### src/rtl/light_hash_sched.sv
// Schedules whole byte messages from two requesters through one shared hash core, round-robin per message.
// Latency: a request seen in IDLE gives the init strobe next cycle and the first absorb strobe 3 cycles later.
// Backpressure: only the granted requester sees req_ready, and only in GET; the digest is held until dig_ack.
module light_hash_sched #(
    parameter int unsigned TIMEOUT = 255
) (
    input  logic        clk,
    input  logic        rst,
    input  logic [1:0]  req_valid,
    input  logic [15:0] req_byte,
    input  logic [1:0]  req_last,
    output logic [1:0]  req_ready,
    output logic        dig_valid,
    output logic        dig_id,
    output logic [63:0] dig_data,
    input  logic        dig_ack,
    output logic        err_timeout,
    output logic        core_valid,
    output logic [1:0]  core_state,
    output logic [7:0]  core_byte,
    input  logic        core_busy,
    input  logic [63:0] core_digest,
    input  logic        core_digest_ready
);

    typedef enum logic [2:0] {
        IDLE,
        INIT,
        GET,
        SEND,
        BUSY,
        FINAL,
        WAIT_DIG,
        OUT
    } state_t;

    localparam logic [7:0] TMO_LAST = 8'(TIMEOUT - 1);

    state_t      r_state;
    state_t      w_next;
    logic        r_grant;
    logic        r_prio;
    logic        r_last;
    logic        r_busy_first;
    logic [7:0]  r_cnt;
    logic [1:0]  r_core_state;
    logic [7:0]  r_core_byte;
    logic        r_dig_id;
    logic [63:0] r_dig_data;

    logic        w_any_req;
    logic        w_arb_grant;
    logic        w_sel_vld;
    logic        w_sel_last;
    logic [7:0]  w_sel_byte;
    logic        w_busy_done;
    logic        w_timeout;
    logic [1:0]  w_req_ready;
    logic        w_core_valid;
    logic        w_dig_valid;

    // On contention the pointer decides; a lone requester always wins.
    assign w_any_req   = |req_valid;
    assign w_arb_grant = (&req_valid) ? r_prio : req_valid[1];

    assign w_sel_vld   = req_valid[r_grant];
    assign w_sel_last  = req_last[r_grant];
    assign w_sel_byte  = r_grant ? req_byte[15:8] : req_byte[7:0];

    // The first BUSY cycle is skipped because the core raises core_busy one cycle late.
    assign w_busy_done = !r_busy_first && !core_busy;
    assign w_timeout   = (r_state == WAIT_DIG) && !core_digest_ready && (r_cnt == TMO_LAST);

    always_ff @(posedge clk) begin
        if (rst) begin
            r_state <= IDLE;
        end else begin
            r_state <= w_next;
        end
    end

    always_comb begin
        w_next       = r_state;
        w_req_ready  = 2'b00;
        w_core_valid = 1'b0;
        w_dig_valid  = 1'b0;
        case (r_state)
            IDLE: begin
                if (w_any_req) begin
                    w_next = INIT;
                end
            end
            INIT: begin
                w_core_valid = 1'b1;
                w_next       = GET;
            end
            GET: begin
                w_req_ready = r_grant ? 2'b10 : 2'b01;
                if (w_sel_vld) begin
                    w_next = SEND;
                end
            end
            SEND: begin
                w_core_valid = 1'b1;
                w_next       = BUSY;
            end
            BUSY: begin
                if (w_busy_done) begin
                    w_next = r_last ? FINAL : GET;
                end
            end
            FINAL: begin
                w_core_valid = 1'b1;
                w_next       = WAIT_DIG;
            end
            WAIT_DIG: begin
                if (core_digest_ready) begin
                    w_next = OUT;
                end else if (w_timeout) begin
                    w_next = IDLE;
                end
            end
            OUT: begin
                w_dig_valid = 1'b1;
                if (dig_ack) begin
                    w_next = IDLE;
                end
            end
            default: begin
                w_next = IDLE;
            end
        endcase
    end

    // Command fields load on the edge that enters the strobe state, so they hold between strobes.
    always_ff @(posedge clk) begin
        if (rst) begin
            r_grant      <= 1'b0;
            r_prio       <= 1'b0;
            r_last       <= 1'b0;
            r_busy_first <= 1'b0;
            r_cnt        <= '0;
            r_core_state <= 2'b00;
            r_core_byte  <= '0;
            r_dig_id     <= 1'b0;
            r_dig_data   <= '0;
        end else begin
            case (r_state)
                IDLE: begin
                    if (w_any_req) begin
                        r_grant      <= w_arb_grant;
                        r_prio       <= ~w_arb_grant;
                        r_core_state <= 2'b00;
                    end
                end
                GET: begin
                    if (w_sel_vld) begin
                        r_core_byte  <= w_sel_byte;
                        r_core_state <= 2'b10;
                        r_last       <= w_sel_last;
                    end
                end
                SEND: begin
                    r_busy_first <= 1'b1;
                end
                BUSY: begin
                    r_busy_first <= 1'b0;
                    if (w_busy_done && r_last) begin
                        r_core_state <= 2'b01;
                    end
                end
                FINAL: begin
                    r_cnt <= '0;
                end
                WAIT_DIG: begin
                    r_cnt <= r_cnt + 8'd1;
                    if (core_digest_ready) begin
                        r_dig_data <= core_digest;
                        r_dig_id   <= r_grant;
                    end
                end
                default: begin
                end
            endcase
        end
    end

    assign req_ready   = w_req_ready;
    assign core_valid  = w_core_valid;
    assign core_state  = r_core_state;
    assign core_byte   = r_core_byte;
    assign dig_valid   = w_dig_valid;
    assign dig_id      = r_dig_id;
    assign dig_data    = r_dig_data;
    assign err_timeout = w_timeout;

endmodule

### config.mk
export PLATFORM = sky130hd
export DESIGN_NAME = light_hash_sched
export DESIGN_NICKNAME = d
export VERILOG_FILES = /design/src/rtl/light_hash_sched.sv
export SDC_FILE = /design/constraint.sdc
export NUM_CORES = 1
export LEC_CHECK = 0
export ABC_AREA = 1
export BUFFER_PORTS_ARGS = -buffer_cell sky130_fd_sc_hd__buf_4
export CAP_MARGIN = 15
export CORE_MARGIN = 2
export CORE_UTILIZATION = 40
export CTS_CLUSTER_SIZE = 24
export DETAILED_ROUTE_END_ITERATION = 8
export PLACE_DENSITY_LB_ADDON = 0.3
export SLEW_MARGIN = 0
export SYNTH_ARGS = -nofsm -noshare
export SYNTH_HDL_FRONTEND = slang
export SYNTH_SLANG_ARGS = --single-unit
### constraint.sdc
create_clock -name clk -period 2.78 [get_ports clk]
set_input_delay 0.695 -clock clk [delete_from_list [all_inputs] [get_ports clk]]
set_output_delay 0.695 -clock clk [all_outputs]
set_load 0.01 [all_outputs]
### Word-level counts from Yosys, hierarchy flattened

Index checks and enable logic that the tools add are counted.

| storage, ports and cells | value |
|---|---|
| flip-flop bits (word level) | 90 |
| bits of input ports | 89 |
| output and inout bits | 80 |

| cells by class | value |
|---|---|
| $add $sub $neg | 1 |
| $lt $le $gt $ge | 1 |
| equal/unequal tests | 14 |
| multiplexer cells | 24 |
| bitwise gates (word level) | 1 |
| reductions and logical operators | 19 |

Operator list:

| kind | count |
|---|---|
| one-hot mux 3 bit (8 select lines) | 1 |
| two-way mux 3 bit | 7 |
| one-hot mux 8 bit (2 select lines) | 1 |
| == test 3 bit (second input constant) | 4 |
| two-way mux 2 bit | 5 |
| inequality test 2 bit (second input constant) | 5 |
| adder 8 x 1 -> 8 bit (second input constant) | 1 |
| == test 8 bit (second input constant) | 1 |
| two-way mux 8 bit | 1 |
| AND reduction 2 bit | 4 |
| two-way mux 1 bit | 7 |
| == test 3 x 2 -> 1 bit (second input constant) | 2 |
| one-hot mux 2 bit (3 select lines) | 1 |
| AND reduction 5 bit | 1 |
| logical AND 1 bit | 4 |
| AND reduction 4 bit | 1 |
| nonzero test 2 bit | 2 |
| == test 3 x 1 -> 1 bit (second input constant) | 1 |
| zero test 1 bit | 3 |
| zero test 3 bit | 1 |
| inequality test 3 bit (second input constant) | 1 |
| nonzero test 3 bit | 1 |
| OR reduction 3 bit | 1 |
| < comparator 1 x 2 -> 1 bit (second input constant) | 1 |
| 3 further kinds | 3 |

### Logic depth before layout (Yosys ltp)

Gate-level depths: netlist of run 1.

| logic depth | value |
|---|---|
| depth after elaboration | 6 |
| mapped depth | 12 |
| gate-level depth less buffers | 12 |

### Least setup slack after synthesis of run 1

Ideal clock, no wire load.

| timing | value |
|---|---|
| kind | register to output |
| start point | register r_state[1] |
| end point | output err_timeout |
| data arrival time | 1,057 ps |
| setup slack | 1,028 ps |
| cell stages (with the launch flop) | 5 |
| buffers on the path | 0 |
| cell sequence | dfxtp_1 -> nand2_4 -> nor2_8 -> inv_1 -> nor3_1 |

| on the way | value |
|---|---|
| longest elaborated chain between the ends | 3 |

RTL lines:

| what | line | RTL |
|---|---|---|
| start: declaration | 39 | `state_t r_state;` |
| start signal: assignment | 78 | `r_state <= w_next;` |
| == test 3 bit | 72 | `assign w_timeout = (r_state == WAIT_DIG) && !core_digest_ready && (r_cnt == TMO_LAST);` |
| logical AND 1 bit (2 in a row) | 72 |  |
| end: declaration | 17 | `output logic err_timeout,` |

Every way passes these cells.

### Worst setup path in the final report of run 1

| timing | value |
|---|---|
| start point | register r_state[2] |
| end point | output err_timeout |

Same word-level chain as after synthesis.

==> metrics.csv, run 1 <==
metric;value;unit
status;complete, no violations;
Min-Delay Path Class;register to register;
clock sinks;90;
Distinct cells, synth;29;
final WL;9.78;mm
syn nets;575;
sequential area share after synthesis;46.4;%
synthesis-stage register bit count;90;
worst-path fanout max;11;
number of buffers created by CTS;9;
post-CTS setup buffers;0;
Hold Vio Cnt, Final;0;
proportion of layout cells with a drive suffix above 1;42.6;%
core area;9330;um^2
global-route wire length before repair;15.0;mm
LEAKAGE;2.24;nW
IO Port Bufs;168;
slew margin rel.;56.8;%
Yosys top cell by area;dfxtp_1;
Critical Path AT;1670;ps
First DRT Iteration DRCs;107;
Top Layer Used;met4;
Initial Util;41.6;%
top_reg_cell synth;dfxtp_1;
vias per cell;4.76;
Total GRT Usage;17.8;%
DIE HEIGHT;103;um
Yosys warnings;0;
met2 WL;4.52;mm
clk root buf;clkbuf_8;
M1 WL;4.19;mm
top cells by count, synth;143 x nand2_1, 90 x dfxtp_1, 41 x nand2_2;
Die ar.;10500;um^2
Slew @ Worst Pin;648;ps
Final min period;2360;ps
gr ovfl total;0;
area occupied by multi-input gates;1790;um^2
Mapped Area;3880;um^2
number of synthesized flops with an enable pin;0;
Clock Latency Late Sink;350;ps
vias in the first global route;3439;
largest net degree at the start of global routing;65;
antenna violations before repair;0;
Syn Inst Count;484;
Placed Instances;756;
Pwr Total;3.10;mW
diode count;0;
routed len/inst;12.7;um
synth top area cells;dfxtp_1 46%, nand2_1 14%, a21oi_2 9.0%;
gpl congestion;0.809;
CP Capture Type;output pin;
met3 WL post-DR;928;um
setup TNS;0;ps
most common cell in the synthesized netlist;nand2_1;
Final Setup Violations;0;
VDD IR-drop max;294;uV
Filler cells;879;
Area growth, synth to finish;37.7;%
asr flop ratio synth;0;%
DP Wirelength;6.99;mm
Final Non-Filler Cells;772;
Cell Pwr Density;579;nW/um^2
critical path launch point type;register;
Setup CP Type;register to output pin;
Die Width;103;um
cts repair resizes;0;
Max Freq;423;MHz
CTS tree;built;
via count;3675;
clock skew;17.1;ps
# rows;35;
drc violations;0;
RSZ-0062 raised after global routing;no;
largest buffer count on any clock path;2;
Detailed Routing Iterations Pass 1;4;
top cell type's share of synthesized area;46.4;%
Post-CTS Hold Fix Bufs;0;
part of the cycle the worst path needs;85.0;%
Worst-path clk slew;90;ps
Reg area;1800;um^2
MaxCap Viol Count;0;
final slew viol count;0;
Antenna Nets Post-Route;0;
Ports;169;
Avg Cell Area, Syn;8.02;um^2
H-tree levels;3;
nets;729;
critical path required time;2090;ps
-- where the power goes --
part,internal [mW],switching (mW)
registers,1.38,0.0976
logic,0.305,0.382
clock network,0.450,0.482
total,2.13,0.962
-- final cells by class --
class / instances / area share, %
inverters: 22 / 1.54
clock inverters: 6 / 1.38
flip-flops and latches: 90 / 33.7
multi-input cells: 344 / 33.5
clock buffers: 10 / 2.57
repair buffers: 171 / 24.2
well taps: 129 / 3.02
-- sequential cells by signal, indices dropped and copies added (netlist names), 2 cells and up --
register / count
core_byte: 8
core_state: 2
dig_data: 64
r_cnt: 8
r_state: 3
-- through the flow --
step	hold slack (ps)	cell area (um^2)	setup WS (ps)	util, %
global route	488	5350	275	57.3
global placement	453	5130	847	55.1
floorplan	452	3880	1030	-
CTS	471	5350	399	57.3
finish	467	5350	417	57.3
detailed placement	456	5130	806	55.1
-- path summary, 6_finish.rpt --
check                            start                         to  slack, ps  cells after the start
max            r_state[2]$_SDFFE_PP0P_                err_timeout        420                      5
min reg2reg  dig_data[29]$_SDFFE_PP0P_  dig_data[29]$_SDFFE_PP0P_        470                      2
max reg2reg    r_state[2]$_SDFFE_PP0P_        dig_id$_SDFFE_PP0P_        840                      7
min          dig_data[29]$_SDFFE_PP0P_  dig_data[29]$_SDFFE_PP0P_        470                      2
-- worst max-delay path: stages, from the launching register on --
cell and delay (ps):
dfxtp_1 560, nand2_4 140, nor2_8 190, inv_1 90, nor3_1 190, buf_4 150
-- kinds of logic after synthesis --
family | share of synthesized area, %
buffers and inverters | 7.41
adder cells (fa/ha/maj) | 0.644
AO/OA/AOI/OAI | 18.3
flip-flops | 46.4
AND/OR/NAND/NOR | 27.3
-- metal layers --
| layer | vias up | GRT usage (%) |
|---|---|---|
| met5 | - | 0 |
| met4 | 0 | 6.77 |
| met3 | 10 | 5.76 |
| met2 | 149 | 30.7 |
| met1 | 1650 | 20.6 |
| li1 | 1866 | - |
-- cell usage in the layout, fill, tap and decap left out, drive strengths merged --
cell type / synthesis / final
buf: 17 / 171
clkinv: 0 / 4
nor2: 28 / 28
or2: 1 / 1
clkbuf: 11 / 10
a31oi: 9 / 9
nor3b: 1 / 1
inv: 22 / 23
nand2: 186 / 186
bufinv: 0 / 1
a21oi: 78 / 78
o21bai: 1 / 1
nand4: 4 / 4
nand3: 10 / 10
dfxtp: 90 / 90
nor3: 5 / 5
a211oi: 2 / 2
a21boi: 1 / 1
ha: 2 / 2
o21ai: 15 / 15
o21a: 1 / 1
Note: power is estimated with default switching activity, not from simulation.
==> run 2: changes to the inputs <==
Clock period 2.78 ns to 2.3 ns, I/O delays scaled along.
==> run 2 against run 1 <==
  * Clock skew shrank 3.6 ps
  * Final cell count grew 0.13%
  * Sequential power grew 20%
  * Core utilization is the same
  * Clock power grew 4.7%
  * Setup slack lost 210 ps
  * Critical path depth is the same
  * Final area is the same
  * Non-clock buffer count grew 1
  * Register-to-register slack lost 350 ps
  * Critical endpoint unchanged
  * Largest cell class unchanged
==> metrics.csv, run 2 (synthesis results as in run 1) <==
metric;value;unit;change
routed len/inst;13.0;um;+2.4%
CP Capture Type;output pin;;
drc violations;0;;unchanged
Slew @ Worst Pin;550;ps;-98.2 ps
Critical Path AT;1520;ps;-150 ps
Post-CTS Hold Fix Bufs;0;;unchanged
worst-path fanout max;10;;-1
diode count;0;;unchanged
flop2flop setup slack;490;ps;-350 ps
gr ovfl total;0;;unchanged
cts repair resizes;0;;unchanged
Crit Reg-Reg Endpoint;dig_id$_SDFFE_PP0P_;;
H-tree levels;3;;unchanged
Cell Pwr Density;675;nW/um^2;+16%
IO Port Bufs;168;;unchanged
antenna violations before repair;0;;unchanged
Max Freq;478;MHz;
Final min period;2090;ps;
Setup CP Type;register to output pin;;
clk root buf;clkbuf_8;;
Hold Vio Cnt, Final;0;;unchanged
Antenna Nets Post-Route;0;;unchanged
Finished Core Util;57.3;%;unchanged
largest buffer count on any clock path;2;;unchanged
VDD IR-drop max;296;uV;+0.80%
Final Setup Violations;0;;unchanged
Clock Latency Late Sink;340;ps;about the same
largest net degree at the start of global routing;65;;unchanged
Area growth, synth to finish;37.7;%;unchanged
critical path launch point type;register;;
LEAKAGE;2.24;nW;-0.14%
MaxCap Viol Count;0;;unchanged
Worst-path clk slew;100;ps;about the same
most frequent cells in the layout;169 x buf_4, 143 x nand2_1, 90 x dfxtp_1;;
via count;3714;;+1.1%
Total GRT Usage;18.6;%;+0.78 points
vias in the first global route;3417;;-0.64%
hold path start;core_digest[8];;
Setup crit start;r_state[1]$_SDFFE_PP0P_;;
final WL;10.0;mm;+2.6%
Initial Util;41.6;%;unchanged
number of buffers created by CTS;9;;unchanged
Worst R2R Start;r_state[1]$_SDFFE_PP0P_;;
clock skew;13.4;ps;-3.65 ps
Filler cells;883;;+0.46%
Die Width;103;um;unchanged
RSZ-0062 raised after global routing;no;;
R2R depth;7;;unchanged
max reg flops;64;;unchanged
Die ar.;10500;um^2;unchanged
critical path required time;1730;ps;-360 ps
Hold Path Stages;3;;+1
part of the cycle the worst path needs;91.0;%;
vias per cell;4.80;;+0.93%
most common cell after layout, fill and taps aside;buf_4;;
nets;730;;+0.14%
clock sinks;90;;unchanged
# rows;35;;unchanged
Detailed Routing Iterations Pass 1;4;;unchanged
status;complete, no violations;;
proportion of layout cells with a drive suffix above 1;42.5;%;-0.066 points
DIE HEIGHT;103;um;unchanged
Min-Delay Endpoint;dig_data[8]$_SDFFE_PP0P_;;
slew margin rel.;63.3;%;+6.5 points
global-route wire length before repair;15.6;mm;+3.8%
First DRT Iteration DRCs;121;;+13%
gpl congestion;0.851;;+5.1%
CTS tree;built;;
setup TNS;0;ps;unchanged
final slew viol count;0;;unchanged
post-CTS setup buffers;0;;unchanged
Ports;169;;unchanged
core area;9330;um^2;unchanged
DP Wirelength;7.23;mm;+3.3%
Min-Delay Path Class;primary input to register;;
-- run 2: changes by cell type in the layout (fill, tap and decap cells not counted) --
cell | previous run | this run
buf_12 | 1 | 3
clkbuf_1 | 0 | 1
buf_4 | 170 | 169
clkbuf_8 | 10 | 9
clkinvlp_4 | 0 | 1
clkinv_4 | 4 | 3
inv_6 | 1 | 2
bufinv_16 | 1 | 0
-- run 2: area by class of cell --
| class | count | area [um^2] | area share [%] |
|---|---|---|---|
| sequential | 90 | 1800 | 33.7 |
| multi-input combinational | 344 | 1790 | 33.5 |
| timing repair buffer | 172 | 1330 | 24.9 |
| tap | 129 | 161 | 3.02 |
| clock buffer | 10 | 128 | 2.39 |
| inverter | 22 | 82.6 | 1.54 |
| clock inverter | 6 | 51.3 | 0.960 |
-- run 2: worst max path at each step --
stage	endpoint	depth (start not counted)	slack [ps]
detailed placement	core_state[1]$_SDFFE_PP0P_	10	530
finish	err_timeout	5	210
floorplan	err_timeout	4	670
CTS	err_timeout	5	170
global route	err_timeout	5	80
global placement	core_state[1]$_SDFFE_PP0P_	10	590
-- run 2: worst max-delay path: stages (launching register included) --
cell and delay [ps]:
dfxtp_1 480, nand2_4 120, nor2_8 170, inv_1 80
nor3_1 170, buf_4 150
-- run 2: metal layers --
| layer | vias to the layer above | GRT usage [%] | part of all wire, % |
|---|---|---|---|
| met5 | - | 0 | 0 |
| met4 | 0 | 6.97 | 1.6 |
| met3 | 13 | 5.90 | 9.1 |
| met2 | 140 | 30.4 | 47 |
| met1 | 1691 | 23.0 | 42 |
| li1 | 1870 | - | - |
-- run 2: per-stage QoR --
step | worst slack (ps) | power, mW | hold WS, ps | instance area (um^2) | std cells
2_1_floorplan | 668 | 2.33 | 452 | 3880 | 484
3_3_place_gp | 586 | 2.65 | 453 | 5170 | 757
3_5_place_dp | 535 | 2.66 | 457 | 5170 | 757
4_1_cts | 167 | 3.65 | 450 | 5350 | 773
5_1_grt | 82.1 | 3.84 | 445 | 5350 | 773
6_report | 208 | 3.61 | 474 | 5350 | 773
-- run 2: power breakdown --
part	internal, mW	total (mW)	switching [mW]
Clock	0.407	0.977	0.570
Combinational	0.378	0.857	0.479
Sequential	1.67	1.77	0.106
